File: src/rtl/fifo_uart_tx.sv
// Pops one word from a first-word-fall-through FIFO whenever the line is idle, sends it LSB first as an 8N1 frame.
// Timing uses 16x oversampling with tick period dvsr+1 clocks; pop lands in the same cycle IDLE sees a non-empty FIFO.
module fifo_uart_tx #(
  parameter int DATA_WIDTH = 8,
  parameter int SB_TICK    = 16,
  parameter int DVSR_WIDTH = 11
) (
  input  logic                  clk,
  input  logic                  reset,
  input  logic [DVSR_WIDTH-1:0] dvsr,
  input  logic                  fifo_empty,
  input  logic [DATA_WIDTH-1:0] fifo_r_data,
  output logic                  fifo_rd,
  output logic                  tx,
  output logic                  tx_busy
);

  localparam int S_W = (SB_TICK > 16) ? $clog2(SB_TICK) : 4;
  localparam int N_W = (DATA_WIDTH > 1) ? $clog2(DATA_WIDTH) : 1;

  typedef enum logic [1:0] {IDLE = 2'd0, START = 2'd1, DATA = 2'd2, STOP = 2'd3} state_t;

  state_t                state_q, state_d;
  logic [DVSR_WIDTH-1:0] baud_q, baud_d;
  logic [S_W-1:0]        s_q, s_d;
  logic [N_W-1:0]        n_q, n_d;
  logic [DATA_WIDTH-1:0] shift_q, shift_d;
  logic                  tx_q, tx_d;
  logic                  busy_q, busy_d;
  logic                  tick;

  assign tick    = (baud_q == dvsr);
  assign fifo_rd = (state_q == IDLE) & ~fifo_empty & ~reset;
  assign tx      = tx_q;
  assign tx_busy = busy_q;

  always_comb begin
    state_d = state_q;
    s_d     = s_q;
    n_d     = n_q;
    shift_d = shift_q;
    baud_d  = (state_q == IDLE || tick) ? '0 : baud_q + DVSR_WIDTH'(1);
    unique case (state_q)
      IDLE: begin
        if (!fifo_empty) begin
          shift_d = fifo_r_data;
          s_d     = '0;
          state_d = START;
        end
      end
      START: begin
        if (tick) begin
          if (s_q == S_W'(15)) begin
            s_d     = '0;
            n_d     = '0;
            state_d = DATA;
          end else begin
            s_d = s_q + S_W'(1);
          end
        end
      end
      DATA: begin
        if (tick) begin
          if (s_q == S_W'(15)) begin
            s_d     = '0;
            shift_d = shift_q >> 1;
            if (n_q == N_W'(DATA_WIDTH - 1)) state_d = STOP;
            else                             n_d = n_q + N_W'(1);
          end else begin
            s_d = s_q + S_W'(1);
          end
        end
      end
      STOP: begin
        if (tick) begin
          if (s_q == S_W'(SB_TICK - 1)) state_d = IDLE;
          else                          s_d = s_q + S_W'(1);
        end
      end
      default: state_d = IDLE;
    endcase

    // Line level follows the next state so tx switches on the same edge as the FSM.
    unique case (state_d)
      START:   tx_d = 1'b0;
      DATA:    tx_d = shift_d[0];
      default: tx_d = 1'b1;
    endcase
    busy_d = (state_d != IDLE);
  end

  always_ff @(posedge clk) begin
    if (reset) begin
      state_q <= IDLE;
      baud_q  <= '0;
      s_q     <= '0;
      n_q     <= '0;
      shift_q <= '0;
      tx_q    <= 1'b1;
      busy_q  <= 1'b0;
    end else begin
      state_q <= state_d;
      baud_q  <= baud_d;
      s_q     <= s_d;
      n_q     <= n_d;
      shift_q <= shift_d;
      tx_q    <= tx_d;
      busy_q  <= busy_d;
    end
  end

endmodule

File: config.mk
export PLATFORM = sky130hd
export DESIGN_NAME = fifo_uart_tx
export DESIGN_NICKNAME = d
export VERILOG_FILES = /design/src/rtl/fifo_uart_tx.sv
export SDC_FILE = /design/constraint.sdc
export NUM_CORES = 1
export LEC_CHECK = 0
export CAP_MARGIN = 20
export CELL_PAD_IN_SITES_DETAIL_PLACEMENT = 1
export CELL_PAD_IN_SITES_GLOBAL_PLACEMENT = 1
export CORE_MARGIN = 2
export CORE_UTILIZATION = 41
export DETAILED_ROUTE_END_ITERATION = 8
export PLACE_DENSITY = 0.88
export SYNTH_ARGS = -nofsm -noshare
export SYNTH_HDL_FRONTEND = slang
export SYNTH_SLANG_ARGS = --single-unit
File: constraint.sdc
create_clock -name clk -period 2.9 [get_ports clk]
set_input_delay 0.87 -clock clk [delete_from_list [all_inputs] [get_ports clk]]
set_output_delay 0.87 -clock clk [all_outputs]
set_load 0.01 [all_outputs]
### Word-level counts from Yosys, hierarchy flattened

Cells that the tools add are included.
Widths: inputs -> output; s select.

* register bits after elaboration: 30
* logic and storage cells: 68
* output and inout port bits: 3
* bits of input ports: 22

* eq/ne operators: 17
* mux-type cells: 26
* add/subtract/negate cells: 3
* reductions and logical operators: 10
* bitwise operators: 4

Operators by type and width (number)
* $mux 8: 3
* $mux 4: 5
* $mux 2: 8
* $ne 2x2->1 const B: 8
* $pmux 8 s2: 1
* $mux 3: 5
* $pmux 4 s3: 1
* $add 11x1->11 const B: 1
* $eq 11x11->1: 1
* $pmux 2 s4: 1
* $reduce_and 4->1: 2
* $eq 2x2->1 const B: 3
* $pmux 3 s2: 1
* $reduce_and 6->1: 1
* $reduce_bool 2->1: 3
* $add 4x1->4 const B: 1
* $eq 2x1->1 const B: 2
* $eq 4x4->1 const B: 1
* $reduce_or 2->1: 2
* $add 3x1->3 const B: 1
* $eq 3x3->1 const B: 1
* $and 1x1->1: 2
* $logic_not 2->1: 1
* $ne 2x1->1 const B: 1
* other kinds (3): 4

### Logic depth before layout (Yosys ltp)

* depth after elaboration: 7
* mapped depth: 8
* mapped depth without buffers: 8

### Worst setup path after synthesis

No wires, ideal clock.

* kind: input-to-output
* from: input port fifo_empty
* to: output port fifo_rd
* path slack: 584 ps
* stages: 3
* buffers on the path: 1
* arrival time: 1446 ps
* required time: 2030 ps
* cells stage by stage: nor2b_1 > clkbuf_1 > nor2b_1

* word-level cells in the longest chain between the ends: 3

Ends and longest elaborated chain
* start: declaration: RTL line 11 `input logic fifo_empty,`
* $not 1->1: RTL line 33 `assign fifo_rd = (state_q == IDLE) & ~fifo_empty & ~reset;`
* $and 1x1->1 (2 in a row): RTL line 33
* end: declaration: RTL line 13 `output logic fifo_rd,`

No other way between the ends.

### Worst setup path in the final report

Ends and elaborated chain as after synthesis.

==> impl_metrics.toml <==
[floorplanning]
die_area_mm2 = 0.00476
die_y_um = 69.0
initial_core_util_pct = 43.0
top_level_ports = 25
num_rows = 23
fp.dieW_um = 69.0
core_mm2 = 0.00403

[routing]
drtIter0Drc = 48
first_pass_iters = 4
wl_per_cell_um = 16.6
vias = 1552
vias_per_cell = 5.64
ant_nets = 0
drc_errors = 0
wirelength_um = 4580

[cells_and_area]
layout.nets = 254
syn_to_final_growth_pct = 23.2
drive_above_1_share_pct = 12.0
final_common_cell = "dfxtp_1"
layout_common_cells = "30 x dfxtp_1, 28 x nor2_1, 23 x clkdlybuf4s50_1"
diodes = 0
nFillCells = 476

[global_routing]
use_met3_pct = 5.12
antenna_found_initial = 0
grt.busiest_layer = "met2"
grtUsageMet1_pct = 23.8
grt_max_degree = 22
grt_first_pass_wirelength_um = 7690
grtUsageTotal_pct = 19.9
grt-ovfl-total = 0
use_met2_pct = 34.9
grt_pass1_vias = 1624

[critical_path]
cp_max_fo = 2
cp-endpoint = "fifo_rd"
r2r_cells = 7
endpoint_kind = "output port"
worstSetupStartpoint = "fifo_empty"
r2r_start = "state_q[0]"
setup.worst_path.class = "in -> out"
startpoint_type = "primary input"
critPathRequiredTime_ns = 2.03
arrival_ns = 1.85
rr_endpoint = "n_q[0]"
regToRegSetupSlack_ns = 0.73

[logic_synthesis]
synth-adder-area-share_pct = 5.78
ys_seq_elements = 30
seq_area_frac_synth_pct = 34.7
synth_ff_type = "dfxtp_1"
yosysTopAreaCell = "dfxtp_1"
yosys.area.top_type_share_pct = 34.7
synthMuxAreaShare_pct = 5.34
synth_area_leaders = "dfxtp_1 35%, nor2_1 6.1%, ha_1 5.8%"
synth-edff-count = 0
synth_top_family_by_area = "simple AND/OR/NAND/NOR gates"
synth_xor_area_share_pct = 9.53
synth.avg_cell_area_um2 = 8.98
ys_warn_count = 0
synthSimpleGateAreaFrac_pct = 25.0
synthDistinctLibCells = 48
syn_nets = 223
synth-async-reset-ratio_pct = 0
syn_area_mm2 = 0.00173
syn_inst = 193
synth_compound_area_share_pct = 16.8

[power_and_ir_drop]
fin_total_pwr_uw = 954
leakagePower_nw = 0.825
peakVddDrop_uv = 193
p_per_area_mw_per_mm2 = 446

[clock_tree]
cts_resized = 1
cts.sink_count = 30
numCtsBuffers = 5
post_cts_buffers = 0
clk_pin_slew_ns = 0.06
cts_hold_buf = 0
ctsRootBufferMaster = "clkbuf_8"
clock_latency_ns = 0.28
cts_tree = "done"
cts-htree-levels = 2
max-clock-path-buffers = 2

[timing]
fin_crit_sh_pct = 93.6
drv_slew = 0
fmax_ghz = 0.368
setup_ws_ns = 0.185
fin_skew_ns = 0.00227
worst_slew_pin_slew_ns = 0.499
min_period_ns = 2.72
rsz0062_at_grt = "false"
slew_headroom_pct = 66.8
hold_violations = 0
setup_viol_count_final = 0

[placement]
gp_congestion = 0.768
io_buffers = 24
dp_hpwl_um = 3250
pre_cts_ws_ns = -0.0907

[run]
drv_cap = 0

[status]
status = "finished, final reports clean"

[worst_hold_path]
hold_path_depth = 2
hold_path.class = "reg -> reg"
## where the power goes
| part | internal, mW | total, mW | switching, mW | leakage, nW |
|---|---|---|---|---|
| clock | 0.191 | 0.348 | 0.157 | 0.0482 |
| sequential | 0.426 | 0.437 | 0.0109 | 0.243 |
| combinational | 0.0845 | 0.169 | 0.0842 | 0.533 |
## cells by family (layout without fill, tap and decap cells)
family          count (synthesis)  count (layout)
compound gates                 40              40
xor+xnor                       18              18
fa+ha+maj                       8               8
buf+inv                        10              42
flops                          30              30
mux                             9               9
simple gates                   78              78
## metal layers
metal,vias up,share of wire [%]
li1,767,-
met1,752,44
met2,24,51
met3,9,2.5
met4,0,2.1
met5,-,0
## critical path, cell delays in order
cell and delay [ns]:
clkdlybuf4s50_1 0.43, nor2b_1 0.15, nor2b_1 0.13, dlygate4sd2_1 0.27
## cells in the mapped netlist (2+ instances only)
cell,number
nand2_1,10
nand3_1,11
mux2_2,2
dfxtp_1,30
a32o_1,6
clkbuf_1,4
inv_1,4
a221o_1,2
nor2_1,28
nor2b_1,3
ha_1,8
nand4_2,2
mux2i_1,7
a21o_1,2
or3_1,3
a41oi_1,2
xnor2_1,11
xor2_1,6
and3_1,4
nand2b_1,3
nor4_1,2
a21oi_1,13
o21ai_0,5
## state kept, by name (all words and copies together), names as in the netlist
signal and cells:
shift_q 8, n_q 3, state_q 2, baud_q 11, tx_busy 1, tx 1, s_q 4
## how the worst min path moves through the flow
stage / endpoint / slack (ns) / start
floorplan: shift_q[7] / 0.45 / shift_q[7]
global placement: n_q[0] / 0.47 / n_q[0]
detailed placement: shift_q[7] / 0.48 / shift_q[7]
CTS: shift_q[7] / 0.49 / shift_q[7]
global route: shift_q[7] / 0.52 / shift_q[7]
finish: shift_q[7] / 0.49 / shift_q[7]
## through the flow
stage                     setup TNS [ns]  util (%)  cell area [um^2]  hold slack (ns)  instances
after floorplan                        0         -              1730            0.445        193
after global placement           -0.0586      50.8              2050            0.468        267
after detailed placement          -0.117      50.8              2050            0.476        267
after CTS                              0      53.0              2140            0.488        275
after global routing                   0      53.0              2140            0.522        275
final                                  0      53.0              2140            0.493        275
## area by class of cell
type	count	area, um^2	area share [%]
Multi-Input combinational cell	153	1080	50.7
Sequential cell	30	601	28.1
Timing Repair Buffer	30	284	13.3
Clock buffer	7	86.3	4.04
Tap cell	50	62.6	2.93
Inverter	4	15.0	0.703
Clock inverter	1	5.00	0.234
No activity file was read; power rests on OpenSTA's default activity.
==> variant 1, RTL diff (same flow settings) <==
The 4 states of `state_t` get a one-hot encoding in 4 bits.
--- a/src/rtl/fifo_uart_tx.sv
+++ b/src/rtl/fifo_uart_tx.sv
@@ -19,5 +19,5 @@
   localparam int N_W = (DATA_WIDTH > 1) ? $clog2(DATA_WIDTH) : 1;
 
-  typedef enum logic [1:0] {IDLE = 2'd0, START = 2'd1, DATA = 2'd2, STOP = 2'd3} state_t;
+  typedef enum logic [3:0] {IDLE = 4'b0001, START = 4'b0010, DATA = 4'b0100, STOP = 4'b1000} state_t;
 
   state_t                state_q, state_d;
Function: same outputs for any inputs over 10 cycles, from zero or initial values and one cycle with reset high; not proved beyond that.
==> variant 1 against the unedited design <==
- sequential cell count increased by 2
- non-clock buffer count fell by 2
- synthesized cell count is 2.1% lower
- sequential power is 5.0% higher
- wire length decreased by 13%
- register-to-register slack better by 0.17 ns
- utilization shrank 0.37 points
- area after synthesis decreased by 1.2%
- via count down 7.4%
- cell area shrank 1.4%
- total power shrank 1.8%
- setup slack worse by 0.023 ns
==> variant 1: results (changes against the unedited design) <==
Parameter                              Value

Logic synthesis
  Area share of the largest cell type after synthesis    0.3743 (was 0.3466)
  Share of the synthesized area in compound gates (AO/OA/AOI/OAI)    0.1389 (was 0.1682)
  Share of the yosys chip area belonging to registers    0.3743 (was 0.3466)
  Mux contribution to synthesized area    0.03509 (was 0.05343)
  Synth Area in Adders    0.02924 (was 0.05776)
  Most numerous cell types in the synthesized netlist    dfxtp_1 (32), nor2_1 (20), a21oi_1 (15) (was dfxtp_1 (30), nor2_1 (28), a21oi_1 (13))

Finish
  Area delta synth->final    23.03% (was 23.25%)
  Largest registers in the final layout    baud_q (11), shift_q (8) (was baud_q (11), shift_q (8), s_q (4))
  Share of the final layout cell area in multi-input gates    0.4872 (was 0.5067)
  Proportion of cell area occupied by registers    0.3042 (was 0.2812)
  Count of filler cells inserted in the layout    479 (was 476)
  Final standard cell count with taps included and fillers excluded    269 (was 275)
  Buffers, non-clock    28 (was 30)
  Final net count    245 (was 254)
  Share of cells above drive strength 1    0.1279 (was 0.1200)
  Multi-input gates    148 (was 153)

Placed design
  Dpl ws    -0.2162 ns (was -0.09067 ns)
  DP Cell Count    262 (was 267)
  Instance area after placement    2014 sq um (was 2046 sq um)
  RePlAce Congestion    0.7538 (was 0.7677)
  Hpwl dp    2888 um (was 3250 um)

GRT
  Vias in the first global route    1,479 (was 1,624)
  Global-route wire length before repair    6831 um (was 7693 um)
  GRT Overall Usage    0.2008 (was 0.1990)
  Met2 routing resource usage after global routing    0.3462 (was 0.3494)
  Met3 demand-to-capacity share in global routing    0.05357 (was 0.05117)

Power and ir drop
  Total leakage power    0.7826 nW (was 0.8248 nW)
  IR Drop Worst-Case VDD    260.8 uV (was 193.2 uV)

Timing
  Final hold slack    0.4656 ns (was 0.4930 ns)
  Fin Clk Skew    0.002873 ns (was 0.002274 ns)

Hold path
  Start point of the worst hold path    shift_q[1] (was shift_q[7])
  Hold-critical path endpoint    shift_q[1] (was shift_q[7])

Worst setup path
  CP arrival    1.87 ns (was 1.85 ns)
  FF-to-FF End    tx (was n_q[0])
  Startpoint of the worst register-to-register path    s_q[0] (was state_q[0])
  Register-to-register setup slack    0.90 ns (was 0.73 ns)

Route
  Vias post-DR    1,437 (was 1,552)
  Met3 WL post-DR    106 um (was 115 um)

Status
  Result of the run    finished clean (unchanged)
[variant 1: cell types whose count changed after synthesis, moves of 4 or more]
cell / before / now
nor2_1: 28 / 20
a22oi_1: 0 / 6
a32o_1: 6 / 0
ha_1: 8 / 4
[variant 1: worst max-delay path by stage]
stage / start / to / slack (ns) / cells past startpoint
3_3_place_gp: fifo_empty / fifo_rd / -0.24 / 4
6_report: fifo_empty / fifo_rd / 0.16 / 4
3_5_place_dp: fifo_empty / fifo_rd / -0.22 / 4
4_1_cts: fifo_empty / fifo_rd / 0.04 / 4
2_1_floorplan: fifo_empty / fifo_rd / 0.57 / 3
5_1_grt: fifo_empty / fifo_rd / 0.1 / 4
[variant 1: power by group through the flow]
stage                     sequential [mW]  clock, mW  combinational [mW]
after global placement              0.468          0               0.109
after detailed placement            0.469          0               0.111
after floorplan                     0.469          0              0.0587
after CTS                           0.459      0.375               0.112
final                               0.459      0.367               0.110
after global routing                0.460      0.399               0.121
==> variant 2, RTL diff (same flow settings) <==
Without the edit above. The parameter `DATA_WIDTH` goes from 8 to 16.
--- a/src/rtl/fifo_uart_tx.sv
+++ b/src/rtl/fifo_uart_tx.sv
@@ -2,5 +2,5 @@
 // Timing uses 16x oversampling with tick period dvsr+1 clocks; pop lands in the same cycle IDLE sees a non-empty FIFO.
 module fifo_uart_tx #(
-  parameter int DATA_WIDTH = 8,
+  parameter int DATA_WIDTH = 16,
   parameter int SB_TICK    = 16,
   parameter int DVSR_WIDTH = 11
Interface: changed (resized fifo_r_data); port bits go from 25 to 33. No check against the original RTL was run, so the function may have changed too.
==> variant 2 against the unedited design <==
- wire length up 27%
- area after synthesis up 23%
- total power up 48%
- setup slack worse by 0.069 ns
- sequential cell count up 9
- cell area up 28%
- first-iteration DRC count up 50%
- worst hold slack worse by 0.0070 ns
- combinational power up 80%
- critical path depth unchanged
- clock power up 44%
- via count up 27%
- critical endpoint unchanged
==> variant 2: results (changes against the unedited design) <==
Parameter                              Value

Logic synthesis
  Number of distinct library cell variants in the gate-level netlist after synthesis    43 (was 48)
  Share of the yosys chip area belonging to registers    0.3649 (was 0.3466)
  Number of synthesis warnings    0 (unchanged)
  Syn nets    286 (was 223)
  Most numerous cell types in the synthesized netlist    nor2_1 (43), dfxtp_1 (39), o21ai_0 (29) (was dfxtp_1 (30), nor2_1 (28), a21oi_1 (13))
  FFs w/ async S/R, synth    0 (unchanged)
  Primary FF master, synth    dfxtp_1 (unchanged)
  Cell types occupying the most area after synthesis    dfxtp_1 (36%), xor2_1 (7.8%), nor2_1 (7.5%) (was dfxtp_1 (35%), nor2_1 (6.1%), ha_1 (5.8%))

CTS
  Clock latency on the worst-skew pair    0.31 ns (was 0.28 ns)
  Post-CTS Setup Inserts    0 (unchanged)
  Resized cells post-CTS    1 (unchanged)
  CTS buffer count    5 (unchanged)
  Max Root-Sink Buffers    2 (unchanged)
  Level count of the clock H-tree    2 (unchanged)
  Clock tree root buffer cell    clkbuf_8 (unchanged)
  Clock slew at reported path FFs    0.09 ns (was 0.06 ns)

Finish
  Largest registers in the final layout    shift_q (16), baud_q (11) (was baud_q (11), shift_q (8), s_q (4))
  Count of filler cells inserted in the layout    622 (was 476)
  Number of antenna diodes    0 (unchanged)
  Share of cells above drive strength 1    0.1185 (was 0.1200)
  Final net count    324 (was 254)

GRT
  Global-route wire length before repair    10,040 um (was 7693 um)
  GRT Overall Usage    0.2127 (was 0.1990)
  Antenna violations before repair    0 (unchanged)
  Vias in the first global route    2,065 (was 1,624)
  Pin count of the biggest net entering global routing    29 (was 22)

Timing
  Finish-stage setup viols    0 (unchanged)
  Worst Tran Pin Value    0.4602 ns (was 0.4986 ns)
  Fin Clk Skew    0.01433 ns (was 0.002274 ns)

Power and ir drop
  Switching power    0.4060 mW (was 0.2523 mW)
  Total leakage power    1.013 nW (was 0.8248 nW)
  IR Drop Worst-Case VDD    296.3 uV (was 193.2 uV)

Route
  Number of violations reported at the end of detailed-routing iteration 0    72 (was 48)
  Drt total wl    5819 um (was 4576 um)
  Initial DRT Pass Iterations    4 (unchanged)
  Avg Vias per Cell    5.532 (was 5.644)
  Antenna-violating nets left    0 (unchanged)

Worst setup path
  Largest fanout on the critical path    2 (unchanged)
  CP arrival    1.91 ns (was 1.85 ns)

Placed design
  Buffers added on ports    32 (was 24)
  RePlAce Congestion    0.7544 (was 0.7677)
  Instance area after placement    2605 sq um (was 2046 sq um)
  Hpwl dp    3967 um (was 3250 um)

Status
  Result of the run    finished clean (unchanged)

Hold path
  Worst hold path class    flop to flop (unchanged)

Die
  Effective utilization at floorplan    0.4216 (was 0.4301)
[variant 2: cell types whose count changed after synthesis, moves of 5 or more]
cell and delta:
xnor2_1 -7, a32o_1 -6, nor2_1 +15, clkbuf_1 +11
a21oi_1 -7, dfxtp_1 +9, a311oi_1 +13, mux2i_1 -5
xor2_1 +13, o21ai_0 +24
[variant 2: path summary, 6_finish.rpt]
check	startpoint	slack [ns]	cells after the start	endpoint
max	fifo_empty	0.12	4	fifo_rd
min	shift_q[15]	0.49	2	shift_q[15]
max reg2reg	state_q[0]	0.70	8	tx
min reg2reg	shift_q[15]	0.49	2	shift_q[15]
[variant 2: metrics by stage]
step	power [mW]	instances	setup slack [ns]	util
global placement	0.9071	349	-0.1164	0.5133
CTS	1.413	357	0.1146	0.5370
detailed placement	0.9202	349	-0.1607	0.5133
floorplan	0.7927	248	0.3840	-
global route	1.477	357	0.04508	0.5370
finish	1.412	357	0.1158	0.5370
[variant 2: cells by family (layout without fill, tap and decap cells)]
kind of cell	Yosys count	count (layout)	share of synthesized area
and+or+nand+nor	81	81	0.1994
AOI/OAI and AO/OA	69	69	0.2293
DFF	39	39	0.3649
buffers and inverters	24	63	0.04561
xor gates and xnor gates	23	23	0.09415
adders and majority gates	8	8	0.04679
muxes	4	4	0.01988
[variant 2: layer usage]
metal / GRT usage / vias to the layer above / part of all wire / wire (um)
met2: 0.3637 / 22 / 0.51 / 2942
met4: 0.07273 / 0 / 0.016 / 91
met1: 0.2698 / 982 / 0.46 / 2683
met3: 0.03791 / 7 / 0.017 / 101
li1: - / 964 / - / -
met5: 0 / - / 0 / 0
[variant 2: final cells by class]
class                           instances  area share
Timing Repair Buffer                   47      0.1630
Clock inverter                          2     0.01423
Multi-Input combinational cell        185      0.4628
Inverter                                8     0.01102
Sequential cell                        39      0.2865
Clock buffer                            6     0.03030
Tap cell                               70     0.03214
[variant 2: power groups by stage]
stage / combinational, mW / sequential [mW] / clock, mW
CTS: 0.307 / 0.606 / 0.501
detailed placement: 0.305 / 0.615 / 0
finish: 0.304 / 0.607 / 0.500
global placement: 0.293 / 0.614 / 0
floorplan: 0.181 / 0.612 / 0
global route: 0.338 / 0.612 / 0.526
[variant 2: critical path, stage by stage]
cell and delay [ns]:
clkdlybuf4s50_1 0.45, nand2b_1 0.19, nor2_1 0.12, dlygate4sd2_1 0.28
